[src/rtl/mux4_rr_arbiter_pkg.sv]
// Shared definitions for the 4-way round-robin capture arbiter.
//   arb_state_e : FSM encoding (IDLE=0, BUSY=1)
//   ARB_N_DEF   : default requester data word width
package mux4_rr_arbiter_pkg;

    localparam int ARB_N_DEF = 5;

    typedef enum logic {
        IDLE = 1'b0,
        BUSY = 1'b1
    } arb_state_e;

endpackage

[src/rtl/mux4_rr_arbiter_mux4to1.sv]
// Mux4To1: plain 4:1 data multiplexer.
//   sel_i          : 2-bit select
//   d0_i .. d3_i   : N-bit data inputs
//   y_o            : selected data word
module Mux4To1 #(
    parameter int N = 5
) (
    input  logic [1:0]   sel_i,
    input  logic [N-1:0] d0_i,
    input  logic [N-1:0] d1_i,
    input  logic [N-1:0] d2_i,
    input  logic [N-1:0] d3_i,
    output logic [N-1:0] y_o
);

    always_comb begin
        y_o = d0_i;
        case (sel_i)
            2'd0: y_o = d0_i;
            2'd1: y_o = d1_i;
            2'd2: y_o = d2_i;
            2'd3: y_o = d3_i;
            default: y_o = d0_i;
        endcase
    end

endmodule

[src/rtl/mux4_rr_arbiter.sv]
// mux4_rr_arbiter: picks one of four requesters round-robin, captures its
// word into an output register and holds it until the consumer takes it.
//   clk, rst_n        : clock, async active-low reset
//   req[3:0]          : per-requester "word present" flags
//   din0 .. din3      : requester data words (N bits)
//   gnt[3:0]          : one-hot capture acknowledge, one cycle wide
//   sel[1:0]          : index of the last granted requester
//   out_data          : captured word
//   out_valid         : out_data holds an untransferred word
//   out_ready         : consumer accepts out_data when high with out_valid
module mux4_rr_arbiter
    import mux4_rr_arbiter_pkg::*;
#(
    parameter int N = ARB_N_DEF
) (
    input  logic         clk,
    input  logic         rst_n,
    input  logic [3:0]   req,
    input  logic [N-1:0] din0,
    input  logic [N-1:0] din1,
    input  logic [N-1:0] din2,
    input  logic [N-1:0] din3,
    output logic [3:0]   gnt,
    output logic [1:0]   sel,
    output logic [N-1:0] out_data,
    output logic         out_valid,
    input  logic         out_ready
);

    arb_state_e   state_q, state_d;
    logic [1:0]   ptr_q, ptr_d;
    logic [3:0]   gnt_q, gnt_d;
    logic [1:0]   sel_q, sel_d;
    logic [N-1:0] data_q, data_d;
    logic         valid_q, valid_d;

    logic [1:0]   win;
    logic         found;
    logic [1:0]   idx;
    logic [1:0]   mux_sel;
    logic [N-1:0] mux_y;

    // Winner search: first requester at or after ptr, wrapping mod 4.
    always_comb begin
        win   = 2'd0;
        found = 1'b0;
        idx   = 2'd0;
        for (int k = 0; k < 4; k++) begin
            idx = ptr_q + 2'(k);
            if (!found && req[idx]) begin
                win   = idx;
                found = 1'b1;
            end
        end
    end

    // While a word is held the mux follows the registered index, so the
    // captured value never depends on the live winner.
    assign mux_sel = (state_q == IDLE) ? win : sel_q;

    Mux4To1 #(.N(N)) u_mux (
        .sel_i (mux_sel),
        .d0_i  (din0),
        .d1_i  (din1),
        .d2_i  (din2),
        .d3_i  (din3),
        .y_o   (mux_y)
    );

    always_comb begin
        state_d = state_q;
        ptr_d   = ptr_q;
        gnt_d   = 4'b0000;
        sel_d   = sel_q;
        data_d  = data_q;
        valid_d = valid_q;
        case (state_q)
            IDLE: begin
                valid_d = 1'b0;
                if (|req) begin
                    state_d    = BUSY;
                    gnt_d[win] = 1'b1;
                    sel_d      = win;
                    data_d     = mux_y;
                    valid_d    = 1'b1;
                end
            end
            BUSY: begin
                // req is ignored here; only the transfer moves us on.
                if (valid_q && out_ready) begin
                    valid_d = 1'b0;
                    ptr_d   = sel_q + 2'd1;
                    state_d = IDLE;
                end
            end
            default: state_d = IDLE;
        endcase
    end

    always_ff @(posedge clk or negedge rst_n) begin
        if (!rst_n) begin
            state_q <= IDLE;
            ptr_q   <= 2'd0;
            gnt_q   <= 4'b0000;
            sel_q   <= 2'd0;
            data_q  <= '0;
            valid_q <= 1'b0;
        end else begin
            state_q <= state_d;
            ptr_q   <= ptr_d;
            gnt_q   <= gnt_d;
            sel_q   <= sel_d;
            data_q  <= data_d;
            valid_q <= valid_d;
        end
    end

    assign gnt       = gnt_q;
    assign sel       = sel_q;
    assign out_data  = data_q;
    assign out_valid = valid_q;

endmodule

[config.mk]
export PLATFORM = sky130hd
export DESIGN_NAME = mux4_rr_arbiter
export DESIGN_NICKNAME = d
export VERILOG_FILES = /design/src/rtl/mux4_rr_arbiter_pkg.sv /design/src/rtl/mux4_rr_arbiter_mux4to1.sv /design/src/rtl/mux4_rr_arbiter.sv
export SDC_FILE = /design/constraint.sdc
export NUM_CORES = 1
export LEC_CHECK = 0
export CORE_UTILIZATION = 30
export CTS_CLUSTER_DIAMETER = 40
export CTS_CLUSTER_SIZE = 8
export DETAILED_ROUTE_END_ITERATION = 10
export PLACE_DENSITY = 0.66
export SYNTH_ARGS = -nofsm -noshare
export SYNTH_HDL_FRONTEND = slang
export SYNTH_HIERARCHICAL = 1
export SYNTH_SLANG_ARGS = --single-unit
[constraint.sdc]
create_clock -name clk -period 1.8 [get_ports clk]
set_input_delay 0.36 -clock clk [delete_from_list [all_inputs] [get_ports clk]]
set_output_delay 0.36 -clock clk [all_outputs]
set_load 0.01 [all_outputs]
* Word level (Yosys, flattened, before mapping)
Index checks and enable logic that the tools add are counted.
** Cells by class
- $add $sub $neg :: 4
- Multiply operators :: 0
- Div/mod/pow operators :: 0
- Order comparisons :: 6
- Equal/unequal tests :: 4
- Shift operators :: 0
- Mux-type cells :: 26
- Bitwise logic cells :: 1
- Reductions and logical operators :: 12
** Operator list (number)
- case mux 5 bit (4 select lines) :: 1
- < comparator 2 x 3 -> 1 bit (second input constant) :: 5
- 2-to-1 mux 1 bit :: 11
- 2-to-1 mux 2 bit :: 5
- binary-select mux 1 bit (select 2 bit) :: 4
- 2-to-1 mux 4 bit :: 2
- logical AND 1 bit :: 5
- adder 2 x 1 -> 2 bit (second input constant) :: 2
- adder 2 bit (second input constant) :: 2
- == test 2 bit (second input constant) :: 2
- case mux 1 bit (2 select lines) :: 2
- AND reduction 2 bit :: 2
- OR reduction 4 bit :: 1
- logical NOT 1 bit :: 3
- demux 1 bit (select 2 bit) :: 1
- == test 2 x 1 -> 1 bit (second input constant) :: 1
- greater-or-equal comparator 2 x 1 -> 1 bit (second input constant) :: 1
- logical NOT 2 bit :: 1
- inequality test 2 x 1 -> 1 bit (second input constant) :: 1
- NOT 1 bit :: 1
** Storage, ports and cells
- Register bits after elaboration :: 15
- Bits in latches :: 0
- RAM bits :: 0
- Memory bits (read-only) :: 0
- Bits of input ports :: 27
- Output and inout port bits :: 12
- Logic and storage cells :: 59
- Memories kept :: 0

* Longest topological paths before layout
Gate-level depths: netlist of run 1.
- Depth after elaboration :: 18
- Mapped depth :: 8
- Depth with buffers taken out :: 7

* Modules after synthesis
The synthesis of run 1 kept the hierarchy.
** By module, submodules not included
- mux4_rr_arbiter :: instances 1, cells each 69, area an instance 645.6 µm², sequential area each 375.4 µm²
- Mux4To1 :: instances 1, cells each 6, area an instance 123.9 µm², sequential area each 0.0 µm²

* Worst setup path before layout of run 1
No wires, ideal clock.
- Path kind :: flip-flop to flip-flop
- Start point :: register ptr_q[1]
- End point :: register data_q[0] (netlist: out_data[0])
- Library setup time :: 0.117 ns
- Arrival :: 1.867 ns
- Data required time :: 1.683 ns
- Setup slack :: -0.184 ns
- Cell stages (with the launch flop) :: 9
- Path buffers :: 1
- Clock period less this slack :: 1.984 ns
- Cell sequence :: dfrtp_1 -> mux2i_1 -> a21oi_1 -> or3b_4 -> nand2_1 -> buf_6 -> mux4_2 -> nand2_1 -> nand2_1
** On the way
- Longest elaborated chain between the ends :: 15
- Elaborated cells on any way between the ends :: 30
- Those cells by class :: add/sub (3); eq/ne (3); mux (17); reduce/logical (7)
** RTL lines
- start: declaration :: RTL line mux4_rr_arbiter.sv:31 : logic [1:0] ptr_q, ptr_d;
- start signal: assignment :: RTL line mux4_rr_arbiter.sv:110 : ptr_q <= ptr_d;
- parallel branches: the longest is 11 deep, another holds adder 2 x 1 -> 2 bit
- 2-to-1 mux 2 bit * :: RTL line mux4_rr_arbiter.sv:50 : if (!found && req[idx]) begin
- 2-to-1 mux 2 bit * :: RTL line mux4_rr_arbiter.sv:59 : assign mux_sel = (state_q == IDLE) ? win : sel_q;
- named net mux_sel[0] :: RTL line mux4_rr_arbiter.sv:40 : logic [1:0] mux_sel;
- == test 2 bit (tied with other cells) :: RTL line mux4_rr_arbiter_mux4to1.sv:18 : case (sel_i)
- case mux 5 bit (4 select lines) * :: RTL line mux4_rr_arbiter_mux4to1.sv:18
- named net mux_y[0] :: RTL line mux4_rr_arbiter.sv:41 : logic [N-1:0] mux_y;
- end signal: assignment :: RTL line mux4_rr_arbiter.sv:113 : data_q <= data_d;
- end: declaration :: RTL line mux4_rr_arbiter.sv:34 : logic [N-1:0] data_q, data_d;
Mark *: on every way through the listed nets, which the timed path passes. The select of a mux whose other input is x is not followed.
A chain may end at the register's enable or synchronous reset.

* Worst setup path in the final report of run 1
- Start point :: register ptr_q[1]
- End point :: register data_q[4] (netlist: out_data[4])
Same word-level chain as after synthesis.

==> reports/metrics.cfg, run 1 <==
[flow_run]
maxCapViolCount=0

[die]
die_w_um=52.6
dieArea_um2=2770
ios=39
core_um2=2320
rows=17
initial_utilization_pct=33.2
die_h_um=52.6

[timing]
rsz0062_at_grt=true
finalCritPeriodShare_pct=108
final_max_slew_viol_count=0
setup_tns_ps=-645
fmax_mhz=515
fin_skew_ps=1.13
hold_violations=0
tightestPinTransition_ps=301
relSlewSlack_pct=79.8
fin_crit_ps=1940
setup_viol=5
setup_ws_ps=-140
whs_ps=383

[cells_and_area]
area_delta_synth_final_pct=68.1
drive_above_1_share_pct=19.8
final_core_util_pct=55.8
regArea_um2=375
multi_input_area_um2=383
n_fill_cell=206
nets=154
diodes=0

[global_routing]
grt_first_pass_wirelength_um=3210
grt_max_degree=16
grtUsageTotal_pct=16.3
gr-total-overflow=0
antenna_found_initial=0
grt_pass1_vias=750

[clock_network]
cts_tree=built
worstSkewPairLatency_ps=280
htreeDepth=1
cts_made_buffers=3
path_clk_slew_ps=80
holdBufCountCts=0
cts_root_buffer=clkbuf_4
cts.sink_count=15
cts_max_path_buffers=2

[routing]
antenna_left=0
drt_iter0_drc=13
drc_errors=0
drt_first_pass_iters=3
vias=745
wl_um=1860
via_per_inst=4.84
wl_per_cell_um=12.1

[synthesis]
synthCells=75
synth_area_um2=769
yosys_register_bits=15
syn_avg_cell_area_um2=10.3
synth_cell_types=24
yosys_warnings=6
synthesis.nets=102
yosysSeqAreaShare_pct=48.8

[setup_path]
critPathRequiredTime_ps=1980
cp_max_fo=5
reg2reg_depth=7
r2r_setup_slack_ps=-140
crit_arrival_ps=2120
startpoint_type=flip-flop
endpoint_kind=flip-flop
r2r-start=ptr_q[1]
crit_type=reg -> reg
r2r-end=out_data[4]

[placed_design]
dp_hpwl_um=1560
place_congestion=0.773
port_buffers=38

[min_path]
hold_class=in -> async

[outcome]
run_status=complete, but fails checks
violations=negative setup slack

[power]
p_leak_nw=0.572
power_density_nw_per_um2=1160
ir_drop_mv=0.792

## state kept, by name, indices dropped and copies added (netlist names)
| signal | count |
|---|---|
| out_valid | 1 |
| sel | 2 |
| ptr_q | 2 |
| out_data | 5 |
| gnt | 4 |
| state_q | 1 |
## cell usage in the layout, fill, tap and decap left out, types with 2 or more instances in the layout
cell type and instances:
clkdlybuf4s50_1 35, nand2_1 24, dfrtp_1 15, buf_4 12, o21ai_0 5, mux4_2 5
a21oi_1 4, clkbuf_4 3, dlygate4sd2_1 3, nor3b_1 2, inv_1 2
## worst max-delay path, cell delays in order (launching register included)
cell	delay (ps)
dfrtp_1	410
mux2i_1	150
a21oi_1	130
or3b_4	430
nand2_8	100
mux4_2	500
nand2_1	70
nand2_1	50
## metal layers
layer | part of all wire (%) | GRT usage (%) | wire length (um)
met5 | 0 | 0 | 0
met4 | 2.3 | 10.5 | 42
met3 | 5.0 | 2.03 | 94
met1 | 45 | 20.7 | 845
met2 | 47 | 25.9 | 881
## metrics by stage
step	total power (W)	std cells	cell area, um^2	worst slack [ps]
after CTS	0.00150	154	1280	-152
after global placement	0.00127	149	1250	-594
after global routing	0.00162	154	1290	-258
after detailed placement	0.00129	149	1250	-652
after floorplan	0.000926	75	772	-168
final	0.00150	154	1290	-140
## timing repair
action                     in CTS  in global routing
setup buffers                   1                  0
gates resized for setup         4                  1
setup endpoints to repair       5                  5
pin swaps                       2                  0
## power breakdown
| group | switching, W | total (W) | internal (W) |
|---|---|---|---|
| combinational | 0.000318 | 0.000789 | 0.000470 |
| clock | 0.000103 | 0.000189 | 0.0000861 |
| sequential | 0.0000817 | 0.000526 | 0.000444 |
## Yosys cell counts
cell type,number,area share [%]
buf_2,1,0.65
nor3b_1,2,2.0
xnor2_1,1,1.1
o21ai_0,5,3.3
buf_6,1,1.5
o21a_1,1,0.98
or3b_4,1,1.5
mux2i_1,1,1.3
nand3_1,1,0.65
a21boi_0,1,0.98
nor3_1,1,0.65
nor2b_2,1,1.1
nand2_1,25,12
inv_1,2,0.98
clkbuf_1,1,0.49
nor2_2,1,0.81
a21oi_1,4,2.6
nor2_1,1,0.49
mux4_2,5,15
dfrtp_1,15,49
nor4_1,1,0.81
or2_2,1,0.81
a211oi_1,1,0.98
o22ai_1,1,0.81
## cells by family (layout without fill, tap and decap cells)
| kind of cell | count (synthesis) | count (layout) | synth area share (%) |
|---|---|---|---|
| buf+inv | 5 | 56 | 3.58 |
| simple gates | 35 | 35 | 21.0 |
| xor+xnor | 1 | 1 | 1.14 |
| compound gates | 13 | 13 | 9.59 |
| mux | 6 | 6 | 15.9 |
| flops | 15 | 15 | 48.8 |
## worst max path at each step
stage,start,to,depth (start not counted)
final,ptr_q[1],out_data[4],7
after global routing,ptr_q[1],out_data[0],7
after CTS,ptr_q[1],out_data[4],7
after detailed placement,req[1],out_data[4],8
after global placement,req[1],out_data[0],8
after floorplan,ptr_q[1],out_data[0],8
## layout make-up
cell class,instances,share of cell area (%)
Timing Repair Buffer,50,36.1
Multi-Input combinational cell,55,29.6
Sequential cell,15,29.0
Tap cell,28,2.71
Clock buffer,4,2.03
Inverter,2,0.580
Note: power is estimated with default switching activity, not from simulation.
==> inputs of run 2 (changes only) <==
Settings changed: GPL_ROUTABILITY_DRIVEN set to 1.
==> results of run 2 <==
No change in the layout: final DEF, timing and power equal those of run 1.
==> inputs of run 3 (changes only) <==
Settings changed: CAP_MARGIN set to 20.
==> results of run 3 <==
No change in the layout: final DEF, timing and power equal those of run 1.
